[src/rtl/mem_access_ctrl.sv]
// mem_access_ctrl
//   Multi-cycle load/store sequencer between the pipeline MEM stage and a
//   data memory with an en/ack handshake. One request is accepted at a time.
//   Misaligned requests are answered with an error and never reach memory.
//   Aligned requests hold mem_en until mem_ack or until MAX_WAIT access
//   cycles have passed. Loads return the selected lane, zero- or
//   sign-extended.
//
// Parameters
//   MAX_WAIT   access cycles without mem_ack before a timeout error (>=1)
//
// Ports
//   clk        system clock, rising edge
//   reset      asynchronous, active-low reset
//   req_valid  request present
//   req_ready  controller idle and able to accept
//   req_we     1 = store, 0 = load
//   req_op     0 word, 1 byte u, 2 byte s, 3 half u, 4 half s, 5..7 word
//   req_addr   byte address
//   req_wdata  store data (low bits used for sb/sh)
//   mem_en     memory access strobe, held until mem_ack
//   mem_we     write strobe, valid with mem_en
//   mem_be     byte enables
//   mem_addr   word-aligned address
//   mem_wdata  lane-replicated store data
//   mem_ack    memory completes the access this cycle
//   mem_rdata  raw word read data
//   rsp_valid  one-cycle response pulse
//   rsp_err    misaligned or timeout, valid with rsp_valid
//   rsp_rdata  extended load data, 0 for stores and errors
module mem_access_ctrl #(
  parameter int unsigned MAX_WAIT = 16
) (
  input  logic        clk,
  input  logic        reset,
  input  logic        req_valid,
  output logic        req_ready,
  input  logic        req_we,
  input  logic [2:0]  req_op,
  input  logic [31:0] req_addr,
  input  logic [31:0] req_wdata,
  output logic        mem_en,
  output logic        mem_we,
  output logic [3:0]  mem_be,
  output logic [31:0] mem_addr,
  output logic [31:0] mem_wdata,
  input  logic        mem_ack,
  input  logic [31:0] mem_rdata,
  output logic        rsp_valid,
  output logic        rsp_err,
  output logic [31:0] rsp_rdata
);

  localparam int unsigned TW = (MAX_WAIT > 1) ? $clog2(MAX_WAIT) : 1;
  localparam logic [TW-1:0] TIMER_LAST = TW'(MAX_WAIT - 1);

  typedef enum logic [1:0] {
    ST_IDLE,
    ST_ACCESS,
    ST_RESP
  } state_t;

  state_t        r_state,   w_state_nxt;
  logic [2:0]    r_op,      w_op_nxt;
  logic [1:0]    r_lane,    w_lane_nxt;
  logic [TW-1:0] r_timer,   w_timer_nxt;
  logic          r_mem_en,  w_mem_en_nxt;
  logic          r_mem_we,  w_mem_we_nxt;
  logic [3:0]    r_mem_be,  w_mem_be_nxt;
  logic [31:0]   r_mem_addr, w_mem_addr_nxt;
  logic [31:0]   r_mem_wdata, w_mem_wdata_nxt;
  logic          r_rsp_valid, w_rsp_valid_nxt;
  logic          r_rsp_err,   w_rsp_err_nxt;
  logic [31:0]   r_rsp_rdata, w_rsp_rdata_nxt;

  // Request decode (used only while idle)
  logic        w_is_byte;
  logic        w_is_half;
  logic        w_misaligned;
  logic [3:0]  w_req_be;
  logic [31:0] w_req_wdata;

  always_comb begin
    w_is_byte    = (req_op == 3'd1) || (req_op == 3'd2);
    w_is_half    = (req_op == 3'd3) || (req_op == 3'd4);
    w_misaligned = 1'b0;
    w_req_be     = 4'b1111;
    w_req_wdata  = req_wdata;
    if (w_is_byte) begin
      w_req_be    = 4'b0001 << req_addr[1:0];
      w_req_wdata = {4{req_wdata[7:0]}};
    end else if (w_is_half) begin
      w_misaligned = req_addr[0];
      w_req_be     = req_addr[1] ? 4'b1100 : 4'b0011;
      w_req_wdata  = {2{req_wdata[15:0]}};
    end else begin
      w_misaligned = (req_addr[1:0] != 2'b00);
    end
  end

  // Lane selection and extension of the returned word
  logic [7:0]  w_byte;
  logic [15:0] w_half;
  logic [31:0] w_load;

  always_comb begin
    case (r_lane)
      2'd0:    w_byte = mem_rdata[7:0];
      2'd1:    w_byte = mem_rdata[15:8];
      2'd2:    w_byte = mem_rdata[23:16];
      default: w_byte = mem_rdata[31:24];
    endcase
    w_half = r_lane[1] ? mem_rdata[31:16] : mem_rdata[15:0];
    case (r_op)
      3'd1:    w_load = {24'd0, w_byte};
      3'd2:    w_load = {{24{w_byte[7]}}, w_byte};
      3'd3:    w_load = {16'd0, w_half};
      3'd4:    w_load = {{16{w_half[15]}}, w_half};
      default: w_load = mem_rdata;
    endcase
  end

  // Next-state and next-output logic
  always_comb begin
    w_state_nxt     = r_state;
    w_op_nxt        = r_op;
    w_lane_nxt      = r_lane;
    w_timer_nxt     = r_timer;
    w_mem_en_nxt    = r_mem_en;
    w_mem_we_nxt    = r_mem_we;
    w_mem_be_nxt    = r_mem_be;
    w_mem_addr_nxt  = r_mem_addr;
    w_mem_wdata_nxt = r_mem_wdata;
    w_rsp_valid_nxt = 1'b0;
    w_rsp_err_nxt   = r_rsp_err;
    w_rsp_rdata_nxt = r_rsp_rdata;

    case (r_state)
      ST_IDLE: begin
        if (req_valid) begin
          if (w_misaligned) begin
            // Memory-side outputs are left untouched for rejected requests
            w_state_nxt     = ST_RESP;
            w_rsp_valid_nxt = 1'b1;
            w_rsp_err_nxt   = 1'b1;
            w_rsp_rdata_nxt = '0;
          end else begin
            w_state_nxt     = ST_ACCESS;
            w_op_nxt        = req_op;
            w_lane_nxt      = req_addr[1:0];
            w_timer_nxt     = '0;
            w_mem_en_nxt    = 1'b1;
            w_mem_we_nxt    = req_we;
            w_mem_be_nxt    = w_req_be;
            w_mem_addr_nxt  = {req_addr[31:2], 2'b00};
            w_mem_wdata_nxt = w_req_wdata;
          end
        end
      end

      ST_ACCESS: begin
        // An ack in the final allowed cycle takes priority over the timeout
        if (mem_ack) begin
          w_state_nxt     = ST_RESP;
          w_mem_en_nxt    = 1'b0;
          w_rsp_valid_nxt = 1'b1;
          w_rsp_err_nxt   = 1'b0;
          w_rsp_rdata_nxt = r_mem_we ? '0 : w_load;
        end else if (r_timer == TIMER_LAST) begin
          w_state_nxt     = ST_RESP;
          w_mem_en_nxt    = 1'b0;
          w_rsp_valid_nxt = 1'b1;
          w_rsp_err_nxt   = 1'b1;
          w_rsp_rdata_nxt = '0;
        end else begin
          w_timer_nxt = r_timer + 1'b1;
        end
      end

      ST_RESP: begin
        w_state_nxt = ST_IDLE;
      end

      default: begin
        w_state_nxt  = ST_IDLE;
        w_mem_en_nxt = 1'b0;
      end
    endcase
  end

  always_ff @(posedge clk or negedge reset) begin
    if (!reset) begin
      r_state     <= ST_IDLE;
      r_op        <= '0;
      r_lane      <= '0;
      r_timer     <= '0;
      r_mem_en    <= 1'b0;
      r_mem_we    <= 1'b0;
      r_mem_be    <= '0;
      r_mem_addr  <= '0;
      r_mem_wdata <= '0;
      r_rsp_valid <= 1'b0;
      r_rsp_err   <= 1'b0;
      r_rsp_rdata <= '0;
    end else begin
      r_state     <= w_state_nxt;
      r_op        <= w_op_nxt;
      r_lane      <= w_lane_nxt;
      r_timer     <= w_timer_nxt;
      r_mem_en    <= w_mem_en_nxt;
      r_mem_we    <= w_mem_we_nxt;
      r_mem_be    <= w_mem_be_nxt;
      r_mem_addr  <= w_mem_addr_nxt;
      r_mem_wdata <= w_mem_wdata_nxt;
      r_rsp_valid <= w_rsp_valid_nxt;
      r_rsp_err   <= w_rsp_err_nxt;
      r_rsp_rdata <= w_rsp_rdata_nxt;
    end
  end

  assign req_ready = (r_state == ST_IDLE);
  assign mem_en    = r_mem_en;
  assign mem_we    = r_mem_we;
  assign mem_be    = r_mem_be;
  assign mem_addr  = r_mem_addr;
  assign mem_wdata = r_mem_wdata;
  assign rsp_valid = r_rsp_valid;
  assign rsp_err   = r_rsp_err;
  assign rsp_rdata = r_rsp_rdata;

endmodule

[config.mk]
export PLATFORM = sky130hd
export DESIGN_NAME = mem_access_ctrl
export DESIGN_NICKNAME = d
export VERILOG_FILES = /design/src/rtl/mem_access_ctrl.sv
export SDC_FILE = /design/constraint.sdc
export NUM_CORES = 1
export LEC_CHECK = 0
export BUFFER_PORTS_ARGS = -buffer_cell sky130_fd_sc_hd__buf_2
export CORE_ASPECT_RATIO = 1.4
export CORE_MARGIN = 2
export CORE_UTILIZATION = 50
export DETAILED_ROUTE_END_ITERATION = 7
export PLACE_DENSITY = 0.81
export SLEW_MARGIN = 10
export SYNTH_ARGS = -nofsm -noshare
export SYNTH_HDL_FRONTEND = slang
export SYNTH_SLANG_ARGS = --single-unit
[constraint.sdc]
create_clock -name clk -period 2 [get_ports clk]
set_input_delay 0.1 -clock clk [delete_from_list [all_inputs] [get_ports clk]]
set_output_delay 0.1 -clock clk [all_outputs]
set_load 0.01 [all_outputs]
==> parameters.txt, run 1 <==
Parameter                              Value

Worst setup path
  Number of logic stages on the critical path including buffering ... 6
  Cells along the critical path ... mux4_2 -> nor2_1 -> o21ai_2 -> nand3_2 -> buf_12 -> o2bb2ai_1
  Startpoint of the worst setup timing path ... r_lane[1]$_DFFE_PN0P_
  Start of the worst register-to-register path ... r_lane[1]$_DFFE_PN0P_
  Crit-path max cell delay ... ~400 ps
  End of the critical path ... rsp_rdata[21]$_DFFE_PN0P_
  Minimum setup slack among reg-to-reg paths ... between 100 and 150 ps
  Critical path class ... reg2reg
  Endpoint of the lowest-slack register-to-register path ... rsp_rdata[21]$_DFFE_PN0P_
  Worst-case reg-to-reg path depth ... 6
  CP startpoint kind ... flip-flop
  Endpoint kind of the worst setup timing path ... flip-flop
  Number of buffer and inverter instances along the worst setup path ... 1
  Maximum fanout along the worst path ... 13
  Data required time at the worst endpoint ... 2330 ps
  Family of cells with the greatest summed delay on the critical path ... compound AO/OA/AOI/OAI gates
  Cell with the biggest individual delay on the critical path ... sky130_fd_sc_hd__dfrtp_1
  Crit path arrival time ... about 2200 ps

STA
  Relative slew margins ... ~55%
  Hold violation total from the final report ... 0
  Minimum period implied by the final worst setup slack ... between 1500 and 2000 ps
  Final setup viols ... 0
  Achievable clock frequency ... roughly 0.53 GHz
  Worst clock skew ... approximately 7.5 ps
  Final worst-path cycle share ... between 90 and 100%
  Fin Setup TNS ... 0 ps
  Worst hold slack across all endpoints ... approximately 4 ps
  Worst-margin pin slew ... between 600 and 700 ps
  Final-report max-slew violation count ... 0
  RSZ-0062 raised after global routing ... no

Global route
  Overall routing resource usage ... between 20% and 30%
  Number of global-route vias before repair ... approximately 5100
  Overall overflow remaining after global route ... 0
  Largest net degree at the start of global routing ... roughly 110
  Antenna violations before repair ... 0
  Global-route wire length before repair ... approximately 25 mm

Clocking
  Number of H-tree branching levels ... 4
  Source-to-sink clock delay at the later pin of the worst-skew pair ... around 410 ps
  Cts bufs inserted ... 17
  Number of setup buffers added after CTS ... 0
  Num Clock Sinks ... between 100 and 150
  Clock transition at the register clock pins on the worst setup and hold paths after CTS ... around 60 ps
  Root Driver ... sky130_fd_sc_hd__clkbuf_16
  Maximum count of clock buffers along a single path ... 2
  Clock tree from TritonCTS ... yes

Worst hold path
  Worst min-delay path class ... in2reg

Yosys
  Top-area cell type share of the netlist area ... 50.6%
  Post-synth ARST share ... between 90% and 100%
  Top area cells in the synthesized netlist ... sky130_fd_sc_hd__dfrtp_1 (51%), sky130_fd_sc_hd__mux2_4 (12%), sky130_fd_sc_hd__mux2i_1 (5.9%)
  Number of instances in the synthesized netlist ... 456
  Cell type contributing the most total cell area after synthesis ... sky130_fd_sc_hd__dfrtp_1
  Synthesized area per cell ... approximately 12 um2
  Number of different library cells in the post-synthesis netlist ... 49
  Number of enable flip-flop cells after synthesis ... 0
  Flip-flop cell with the highest count after synthesis ... sky130_fd_sc_hd__dfrtp_1
  Yosys warns ... 0
  Synthesized cell area ... around 5600 um2
  Share of the yosys chip area belonging to registers ... around half
  Register bit total from synthesis ... ~110

Route
  Residual DRC ... 0
  Pre-Repair DR Iteration Count ... 5
  Via-per-instance ratio ... 5.60
  Initial detailed-routing violation count ... 233
  Antenna violation net count after detailed routing ... 0
  Vias after detailed routing ... between 4000 and 5000
  Final routed wirelength across all metal layers ... around 16 mm
  Wirelength per Cell ... ~18 um

Power
  Standby leakage power ... 4.05 nW
  Total power per unit cell area ... between 1000 and 1500 nW/um2
  Final Total Pwr ... 11.3 mW
  Worst IR Drop VDD ... 0.748 mV

Cells and area
  Most common cell after layout, fill and taps aside ... sky130_fd_sc_hd__buf_2
  Commonest cells after routing, fill and taps aside ... sky130_fd_sc_hd__buf_2 (205), sky130_fd_sc_hd__dfrtp_1 (113), sky130_fd_sc_hd__dlygate4sd3_1 (55)
  Count of filler cells inserted in the layout ... between 700 and 800
  Area Growth Syn to Fin ... 42.5%
  Final Net Count ... approximately 830
  Share of cells above drive strength 1 ... a little over two fifths

Run
  Max capacitance violation total ... 0

Floorplan
  Die Height ... 129 um
  Number of I/O pins ... between 200 and 250
  Area of the core region ... between 10000 and 15000 um2
  Width of the die ... 93.4 um
  Cell Rows ... 45
  Starting utilization of the core area ... between 50% and 60%
  Die footprint ... around 12000 um2

Placed design
  RD Place Congestion ... 0.883
  Count of input and output buffers ... roughly 210
  Final HPWL DP ... between 10 and 15 mm

Run status
  Outcome ... finished, final reports clean
[synthesized netlist by cell type (3+ instances only)]
master	instances
sky130_fd_sc_hd__a211oi_1	9
sky130_fd_sc_hd__a21o_1	9
sky130_fd_sc_hd__a21oi_1	4
sky130_fd_sc_hd__buf_2	3
sky130_fd_sc_hd__buf_4	3
sky130_fd_sc_hd__buf_6	11
sky130_fd_sc_hd__clkbuf_1	13
sky130_fd_sc_hd__dfrtp_1	113
sky130_fd_sc_hd__inv_1	5
sky130_fd_sc_hd__mux2_2	3
sky130_fd_sc_hd__mux2_4	43
sky130_fd_sc_hd__mux2i_1	33
sky130_fd_sc_hd__mux4_2	8
sky130_fd_sc_hd__nand2_1	30
sky130_fd_sc_hd__nand2b_1	3
sky130_fd_sc_hd__nand3_1	5
sky130_fd_sc_hd__nor2_1	54
sky130_fd_sc_hd__nor2b_1	3
sky130_fd_sc_hd__o21ai_0	13
sky130_fd_sc_hd__o21ai_1	10
sky130_fd_sc_hd__o221ai_1	14
sky130_fd_sc_hd__o2bb2ai_1	29
sky130_fd_sc_hd__xor2_1	4
[metrics by stage]
stage	cell area (um2)	setup slack (ps)	util, %	instances
final	7960	119	73.3	879
after global routing	7960	40.4	73.2	877
after CTS	7950	51.9	73.2	877
after detailed placement	6770	72.9	62.3	790
after global placement	6770	234	62.3	790
after floorplan	5590	259	-	457
[cells by family (layout without fill, tap and decap cells)]
family	after synthesis	after routing	share of synthesized area (%)
XOR/XNOR	5	5	0.783
AND/OR/NAND/NOR	106	106	8.10
AO/OA/AOI/OAI	107	107	14.8
multiplexers	87	87	21.3
buffers and inverters	36	315	4.16
other	1	4	0.0671
adder cells (fa/ha/maj)	1	1	0.224
flip-flops	113	113	50.6
[layer usage]
layer	GRT usage (%)	up-vias	routed length, um
li1	-	2202	-
met1	30.4	2408	5900
met2	46.6	256	8200
met3	7.85	53	1230
met4	15.8	0	720
met5	0	-	0
[sequential cells by signal, summed over array words and instances, names as in the netlist]
name	cells
mem_be	4
r_op	3
r_timer	4
mem_wdata	32
rsp_err	1
rsp_valid	1
mem_en	1
r_state	2
mem_addr	30
r_lane	2
rsp_rdata	32
mem_we	1
[repair_timing]
| item | in CTS | in global routing |
|---|---|---|
| gates resized for setup | 0 | 1 |
| setup endpoints to repair | 0 | 1 |
| hold buffers | 55 | 0 |
| hold endpoints to repair | 167 | 0 |
[worst min path at each step]
stage                              from                        end  cells after the start
after floorplan                   reset   mem_addr[10]$_DFFE_PN0P_                      0
after global placement            reset    mem_addr[4]$_DFFE_PN0P_                      2
after detailed placement          reset    mem_addr[4]$_DFFE_PN0P_                      2
after CTS                  mem_rdata[4]   rsp_rdata[4]$_DFFE_PN0P_                      3
after global routing      mem_rdata[24]  rsp_rdata[24]$_DFFE_PN0P_                      3
final                      mem_rdata[2]   rsp_rdata[2]$_DFFE_PN0P_                      3
[power by group]
part	internal [mW]	switching (mW)	total, mW	leakage (nW)
registers	3.22	0.636	3.85	1.41
logic	2.07	2.17	4.24	2.33
clock network	2.18	1.03	3.21	0.310
total	7.46	3.83	11.3	4.05
[worst min-delay path, delay by kind of cell]
| kind | cells | cell delay (ps) |
|---|---|---|
| AO/OA/AOI/OAI | 1 | 130 |
| buffers and inverters | 1 | 90 |
| AND/OR/NAND/NOR | 1 | 40 |
[layout make-up]
cell class	count	area, um2	share of cell area [%]
Timing Repair Buffer	277	1750	22.0
Tap cell	141	176	2.22
Inverter	6	22.5	0.283
Antenna cell	2	5.00	0.0628
Clock inverter	10	156	1.96
Sequential cell	113	2830	35.5
Multi-Input combinational cell	308	2550	32.0
Clock buffer	22	474	5.95
Power figures use the tool's default switching activity.
==> run 2, diff against run 1 <==
--- a/config.mk
+++ b/config.mk
@@ -8,9 +8,10 @@
 export BUFFER_PORTS_ARGS = -buffer_cell sky130_fd_sc_hd__buf_2
 export CORE_ASPECT_RATIO = 1.4
 export CORE_MARGIN = 2
-export CORE_UTILIZATION = 50
+export CORE_UTILIZATION = 45
 export DETAILED_ROUTE_END_ITERATION = 7
-export PLACE_DENSITY = 0.81
+export PLACE_DENSITY = 0.77
+export RECOVER_POWER = 25
 export SLEW_MARGIN = 10
 export SYNTH_ARGS = -nofsm -noshare
 export SYNTH_HDL_FRONTEND = slang
==> constraint.sdc (replaced) <==
create_clock -name clk -period 1.6 [get_ports clk]
set_input_delay 0.08 -clock clk [delete_from_list [all_inputs] [get_ports clk]]
set_output_delay 0.08 -clock clk [all_outputs]
set_load 0.01 [all_outputs]
==> run 2 against run 1 <==
The flow now finishes with violations (setup timing); register-to-register slack worse by 170 ps; critical path depth is 1 lower; die area is 11% higher; sequential share of layout area is 2.7 points lower; wire length is 7.8% higher; fmax is 14% higher; largest cell class unchanged.
==> parameters.txt, run 2 (synthesized netlist as in run 1, its figures left out) <==
Parameter                              Value

Placed design
  RD Place Congestion ... 0.855 (-3.1%)
  Worst slack after detailed placement ... -103 ps (-176 ps)
  Count of input and output buffers ... 206 (unchanged)
  Final HPWL DP ... 11.3 mm (+7.6%)
  Post-Place Cell Area ... 7070 um2 (+4.4%)
  Cell count after placement ... 829 (+4.9%)

STA
  Final setup viols ... 2 (+2)
  Final-report max-slew violation count ... 0 (unchanged)
  Worst-margin pin slew ... 894 ps (+218 ps)
  Worst clock skew ... 13.0 ps (+5.54 ps)
  Minimum period implied by the final worst setup slack ... 1650 ps (-235 ps)
  Hold violation total from the final report ... 0 (unchanged)
  Crit path setup slack, layout ... -46.3 ps (-165 ps)
  Final worst-path cycle share ... 103% (+8.8 points)
  Relative slew margins ... 40.4% (-14 points)
  Fin Setup TNS ... -72.5 ps (-72.5 ps)
  Achievable clock frequency ... 0.607 GHz (+14%)
  RSZ-0062 raised after global routing ... yes

Global route
  Overall routing resource usage ... 25.3% (-2.0 points)
  Overall overflow remaining after global route ... 0 (unchanged)
  Global-route wire length before repair ... 26.7 mm (+5.2%)
  Largest net degree at the start of global routing ... 39 (-66%)
  Antenna violations before repair ... 0 (unchanged)
  Number of global-route vias before repair ... 5402 (+5.7%)

Worst setup path
  Number of buffer and inverter instances along the worst setup path ... 1 (unchanged)
  Maximum fanout along the worst path ... 2 (-11)
  Cells along the critical path ... mux4_2 -> buf_6 -> o22ai_2 -> nand2_1 -> a32o_1
  Minimum setup slack among reg-to-reg paths ... -50 ps (-170 ps)
  Family of cells with the greatest summed delay on the critical path ... multiplexers
  Endpoint kind of the worst setup timing path ... flip-flop
  Critical path class ... reg2reg
  Crit path arrival time ... 1930 ps (-280 ps)
  CP startpoint kind ... flip-flop
  Data required time at the worst endpoint ... 1890 ps (-440 ps)
  Crit-path max cell delay ... 560 ps (+170 ps)
  Cell with the biggest individual delay on the critical path ... sky130_fd_sc_hd__mux4_2

Clocking
  Maximum count of clock buffers along a single path ... 2 (unchanged)
  Cts bufs inserted ... 17 (unchanged)
  Source-to-sink clock delay at the later pin of the worst-skew pair ... 410 ps (about the same)
  Num Clock Sinks ... 113 (unchanged)
  Clock transition at the register clock pins on the worst setup and hold paths after CTS ... 50 ps (about the same)
  Number of H-tree branching levels ... 4 (unchanged)
  Clock tree from TritonCTS ... yes
  Root Driver ... sky130_fd_sc_hd__clkbuf_16

Power
  Standby leakage power ... 4.35 nW (+7.4%)
  Total power per unit cell area ... 1740 nW/um2 (+23%)
  Worst IR Drop VDD ... 0.954 mV (+27%)

Route
  Final routed wirelength across all metal layers ... 17.3 mm (+7.8%)
  Via-per-instance ratio ... 5.43 (-3.0%)
  Initial detailed-routing violation count ... 180 (-23%)
  Residual DRC ... 0 (unchanged)
  Antenna violation net count after detailed routing ... 0 (unchanged)
  Vias after detailed routing ... 5105 (+3.8%)
  Pre-Repair DR Iteration Count ... 5 (unchanged)
  Wirelength per Cell ... 18.4 um (+0.85%)

Floorplan
  Die footprint ... 13300 um2 (+11%)
  Number of I/O pins ... 209 (unchanged)
  Starting utilization of the core area ... 45.6% (-5.8 points)
  Width of the die ... 98.2 um (+5.2%)
  Area of the core region ... 12300 um2 (+13%)
  Die Height ... 136 um (+5.2%)
  Cell Rows ... 48 (+6.7%)

Cells and area
  Count of filler cells inserted in the layout ... 871 (+20%)
  Final Net Count ... 881 (+6.4%)
  Area Growth Syn to Fin ... 54.1%
  Non-filler cells in the finished layout ... 940 (+6.9%)
  Commonest cells after routing, fill and taps aside ... sky130_fd_sc_hd__buf_2 (205), sky130_fd_sc_hd__dfrtp_1 (112), sky130_fd_sc_hd__dlygate4sd3_1 (70)
  Share of cells above drive strength 1 ... 47.7% (+4.6 points)
  Most common cell after layout, fill and taps aside ... sky130_fd_sc_hd__buf_2
  Cell area after layout ... 8610 um2 (+8.2%)
  Finished Core Util ... 70.3% (-3.0 points)

Worst hold path
  Worst min-delay path class ... in2reg

Run status
  Violations in the final reports ... setup timing
  Outcome ... complete, but fails checks

Run
  Max capacitance violation total ... 0 (unchanged)
-- run 2: cell count changes in the layout (fill, tap and decap cells not counted), sizes merged --
cell,before,now
buf,222,256
clkbuf,22,24
clkinv,5,6
diode,2,1
dlygate4sd3,55,70
inv,6,7
-- run 2: layout make-up --
type                       count  area (um2)  share of cell area [%]
sequential                   113        2830                    32.8
clock buffer                  20         457                    5.30
inverter                       6        22.5                   0.261
multi-input combinational    308        2660                    30.8
timing repair buffer         330        2280                    26.5
antenna                        1        2.50                  0.0290
tap                          150         188                    2.18
clock inverter                12         181                    2.11
-- run 2: stage by stage --
stage | total power, mW | hold slack, ps
finish | 15.0 | 12.2
global route | 15.7 | 13.6
CTS | 14.6 | -4.16
detailed placement | 10.3 | 69.4
global placement | 10.1 | 63.6
floorplan | 7.95 | -216
-- run 2: path summary, 6_finish.rpt --
path	to	start	cells past startpoint
max	rsp_rdata[7]$_DFFE_PN0P_	r_lane[1]$_DFFE_PN0P_	5
min	mem_wdata[9]$_DFFE_PN0P_	req_wdata[9]	3
max reg2reg	rsp_rdata[7]$_DFFE_PN0P_	r_lane[1]$_DFFE_PN0P_	5
min reg2reg	mem_wdata[24]$_DFFE_PN0P_	mem_wdata[24]$_DFFE_PN0P_	1
max in group asynchronous	mem_wdata[9]$_DFFE_PN0P_	reset	3
min in group asynchronous	rsp_rdata[0]$_DFFE_PN0P_	reset	2
-- run 2: power breakdown --
group	switching, mW	internal, mW	total [mW]
registers	0.799	4.02	4.82
clock network	1.37	2.70	4.07
logic	3.00	3.11	6.11
total	5.17	9.83	15.0
-- run 2: repair_timing --
| action | 4_1_cts | 5_1_grt |
|---|---|---|
| setup endpoints to repair | 6 | 36 |
| setup buffers | 0 | 5 |
| endpoints found under the hold margin | 102 | 0 |
| gates resized for setup | 6 | 24 |
| hold buffers | 70 | 0 |
| pin swaps | 6 | 8 |
| gates cloned | 0 | 3 |
-- run 2: worst register-to-register path, cell delays in order, from the launching register on --
cell                      delay (ps)
sky130_fd_sc_hd__dfrtp_1         360
sky130_fd_sc_hd__mux4_2          560
sky130_fd_sc_hd__buf_6           150
sky130_fd_sc_hd__o22ai_2         130
sky130_fd_sc_hd__nand2_1          80
sky130_fd_sc_hd__a32o_1          250
-- run 2: metal layers --
layer / vias to the layer above / GRT usage [%] / wire length (um) / share of wire [%]
li1: 2316 / - / - / -
met1: 2519 / 28.0 / 6210 / 36
met2: 230 / 46.2 / 9490 / 55
met3: 40 / 6.32 / 1110 / 6.4
met4: 0 / 10.7 / 489 / 2.8
met5: - / 0 / 0 / 0
==> run 3, diff against run 2 <==
==> constraint.sdc (replaced) <==
create_clock -name clk -period 1.5 [get_ports clk]
set_input_delay 0.075 -clock clk [delete_from_list [all_inputs] [get_ports clk]]
set_output_delay 0.075 -clock clk [all_outputs]
set_load 0.01 [all_outputs]
==> run 3 against run 2 <==
The flow still finishes with violations (setup timing); non-clock buffer count is 1 higher; via count is 2.1% higher; register-to-register slack worse by 110 ps; count of clock-buffer cells in the layout stayed put; clock skew is 4.4 ps lower; wire length is 3.1% higher; critical path depth is 1 higher; worst hold slack worse by 1.1 ps; flip-flop and latch count stayed put; utilization is 0.17 points higher; first-iteration DRC count is 39% higher; critical endpoint is now rsp_rdata[8]$_DFFE_PN0P_.
==> parameters.txt, run 3 (synthesized netlist as in run 1, its figures left out) <==
Parameter                              Value

Run status
  Outcome ... complete, but fails checks
  Violations in the final reports ... setup timing

STA
  Hold violation total from the final report ... 0 (unchanged)
  Final setup viols ... 32 (+30)
  Worst-margin pin slew ... 828 ps (-66.7 ps)
  Crit path setup slack, layout ... -158 ps (-112 ps)
  Minimum period implied by the final worst setup slack ... 1660 ps (+12.0 ps)
  Worst clock skew ... 8.68 ps (-4.36 ps)
  Achievable clock frequency ... 0.603 GHz (-0.72%)
  Final-report max-slew violation count ... 0 (unchanged)
  Relative slew margins ... 44.8% (+4.4 points)
  Final worst-path cycle share ... 111% (+7.7 points)
  RSZ-0062 raised after global routing ... yes

Worst setup path
  Critical path class ... reg2reg
  Start of the worst register-to-register path ... r_lane[1]$_DFFE_PN0P_
  Worst-case reg-to-reg path depth ... 6 (+1)
  Minimum setup slack among reg-to-reg paths ... -160 ps (-110 ps)
  End of the critical path ... rsp_rdata[8]$_DFFE_PN0P_
  Endpoint kind of the worst setup timing path ... flip-flop
  Maximum fanout along the worst path ... 5 (+3)
  Data required time at the worst endpoint ... 1770 ps (-120 ps)
  Crit path arrival time ... 1930 ps (about the same)
  Startpoint of the worst setup timing path ... r_lane[1]$_DFFE_PN0P_
  Endpoint of the lowest-slack register-to-register path ... rsp_rdata[8]$_DFFE_PN0P_
  CP startpoint kind ... flip-flop

Placed design
  Final HPWL DP ... 11.2 mm (-1.2%)
  Worst slack after detailed placement ... -218 ps (-115 ps)
  Cell count after placement ... 832 (+0.36%)
  RD Place Congestion ... 0.875 (+2.3%)
  Count of input and output buffers ... 206 (unchanged)

Cells and area
  Number of antenna cells inserted ... 0 (-1)
  FF+latch area ... 2830 um2 (about the same)
  Area Growth Syn to Fin ... 54.5%
  Most common cell after layout, fill and taps aside ... sky130_fd_sc_hd__buf_2
  Non-filler cells in the finished layout ... 937 (-0.32%)
  Multi-input combinational cell area ... 2750 um2 (+3.4%)
  Final Net Count ... 882 (+0.11%)
  Count of filler cells inserted in the layout ... 872 (+0.11%)
  Share of cells above drive strength 1 ... 49.3% (+1.6 points)
  Commonest cells after routing, fill and taps aside ... sky130_fd_sc_hd__buf_2 (206), sky130_fd_sc_hd__dfrtp_1 (113), sky130_fd_sc_hd__dlygate4sd3_1 (68)

Clocking
  Root Driver ... sky130_fd_sc_hd__clkbuf_16
  Cts bufs inserted ... 17 (unchanged)
  Clock tree from TritonCTS ... yes
  Number of H-tree branching levels ... 4 (unchanged)
  Source-to-sink clock delay at the later pin of the worst-skew pair ... 400 ps (about the same)
  Num Clock Sinks ... 113 (unchanged)
  Maximum count of clock buffers along a single path ... 2 (unchanged)
  Clock transition at the register clock pins on the worst setup and hold paths after CTS ... 60 ps (about the same)

Global route
  Global-route wire length before repair ... 27.7 mm (+3.5%)
  Overall routing resource usage ... 26.3% (+1.0 points)
  Number of global-route vias before repair ... 5490 (+1.6%)
  Largest net degree at the start of global routing ... 45 (+15%)
  Antenna violations before repair ... 0 (unchanged)
  Overall overflow remaining after global route ... 0 (unchanged)

Floorplan
  Die footprint ... 13300 um2 (unchanged)
  Width of the die ... 98.2 um (unchanged)
  Cell Rows ... 48 (unchanged)
  Number of I/O pins ... 209 (unchanged)
  Die Height ... 136 um (unchanged)
  Starting utilization of the core area ... 45.6% (unchanged)
  Area of the core region ... 12300 um2 (unchanged)

Route
  Vias after detailed routing ... 5210 (+2.1%)
  Wirelength per Cell ... 19.0 um (+3.5%)
  Final routed wirelength across all metal layers ... 17.8 mm (+3.1%)
  Via-per-instance ratio ... 5.56 (+2.4%)
  Residual DRC ... 0 (unchanged)
  Initial detailed-routing violation count ... 250 (+39%)
  Antenna violation net count after detailed routing ... 0 (unchanged)
  Pre-Repair DR Iteration Count ... 5 (unchanged)

Power
  Sequential group share of total power ... 33.2% (+1.0 points)
  Internal Power ... 9.97 mW (+1.5%)
  Total power per unit cell area ... 1800 nW/um2 (+3.4%)
  Switching Share ... 35.8% (+1.4 points)
  Standby leakage power ... 4.33 nW (-0.45%)
  Worst IR Drop VDD ... 1.01 mV (+6.2%)
  Net load switching power ... 5.57 mW (+7.7%)
  Part of the power in combinational logic ... 43.7% (+3.0 points)
  Proportion of power drawn by the clock network ... 23.1% (-4.0 points)

Run
  Max capacitance violation total ... 0 (unchanged)

Worst hold path
  Worst min-delay path class ... in2reg
[run 3: changes by cell type in the layout (fill, tap and decap cells not counted), sizes merged]
cell         before  now
inv               7    6
clkinvlp          1    4
dlygate4sd3      70   68
buf             256  261
clkinv            6    5
diode             1    0
clkbuf           24   22
bufinv            4    0
[run 3: worst min-delay path by stage]
stage	start	endpoint	slack (ps)	depth (start not counted)
after floorplan	reset	mem_addr[10]$_DFFE_PN0P_	-220	0
after global placement	reset	rsp_rdata[11]$_DFFE_PN0P_	30	1
after detailed placement	reset	rsp_rdata[11]$_DFFE_PN0P_	40	1
after CTS	mem_rdata[31]	rsp_rdata[31]$_DFFE_PN0P_	-3	3
after global routing	req_addr[1]	r_lane[1]$_DFFE_PN0P_	10	2
final	mem_rdata[31]	rsp_rdata[31]$_DFFE_PN0P_	10	3
[run 3: critical path: stages, from the launching register on]
cell                        delay (ps)
sky130_fd_sc_hd__dfrtp_1           370
sky130_fd_sc_hd__mux4_2            570
sky130_fd_sc_hd__nor2_4            130
sky130_fd_sc_hd__o21ai_4            80
sky130_fd_sc_hd__buf_4             180
sky130_fd_sc_hd__nor2_4            100
sky130_fd_sc_hd__o2bb2ai_1          90
[run 3: layer usage]
metal	vias up	global-route usage (%)	share of wire (%)
met5	-	0	0
met4	0	12.7	3.3
met3	57	7.25	7.3
met2	293	46.3	54
met1	2555	29.5	36
li1	2305	-	-
[run 3: timing repair]
action                     in CTS  in global routing
setup endpoints to repair      35                 38
hold endpoints to repair       95                  0
hold buffers                   68                  0
gates resized for setup        26                 22
pin swaps                       5                  2
gates cloned                    2                  1
setup buffers                   4                  1
[run 3: metrics by stage]
step | util (%) | hold slack [ps] | TNS (ps) | power (mW) | area (um2)
2_1_floorplan | - | -221 | -2020 | 8.51 | 5640
3_3_place_gp | 58.1 | 33.1 | -13450 | 10.9 | 7120
3_5_place_dp | 58.1 | 44.0 | -15880 | 11.1 | 7120
4_1_cts | 69.4 | -3.28 | -3610 | 15.2 | 8510
5_1_grt | 70.5 | 11.4 | -5580 | 16.3 | 8640
6_report | 70.5 | 11.1 | -3540 | 15.5 | 8640
[run 3: cell type report]
type	count	share of cell area, %
timing repair buffer	331	26.9
multi-input combinational	308	31.8
clock inverter	9	0.724
clock buffer	20	5.40
inverter	6	0.290
tap	150	2.17
sequential	113	32.7
[run 3: power groups by stage]
| stage | sequential (mW) | combinational [mW] | clock, mW |
|---|---|---|---|
| floorplan | 5.52 | 2.99 | 0 |
| global placement | 5.04 | 5.84 | 0 |
| detailed placement | 5.07 | 6.07 | 0 |
| CTS | 5.10 | 6.48 | 3.64 |
| global route | 5.28 | 7.23 | 3.80 |
| finish | 5.16 | 6.80 | 3.59 |
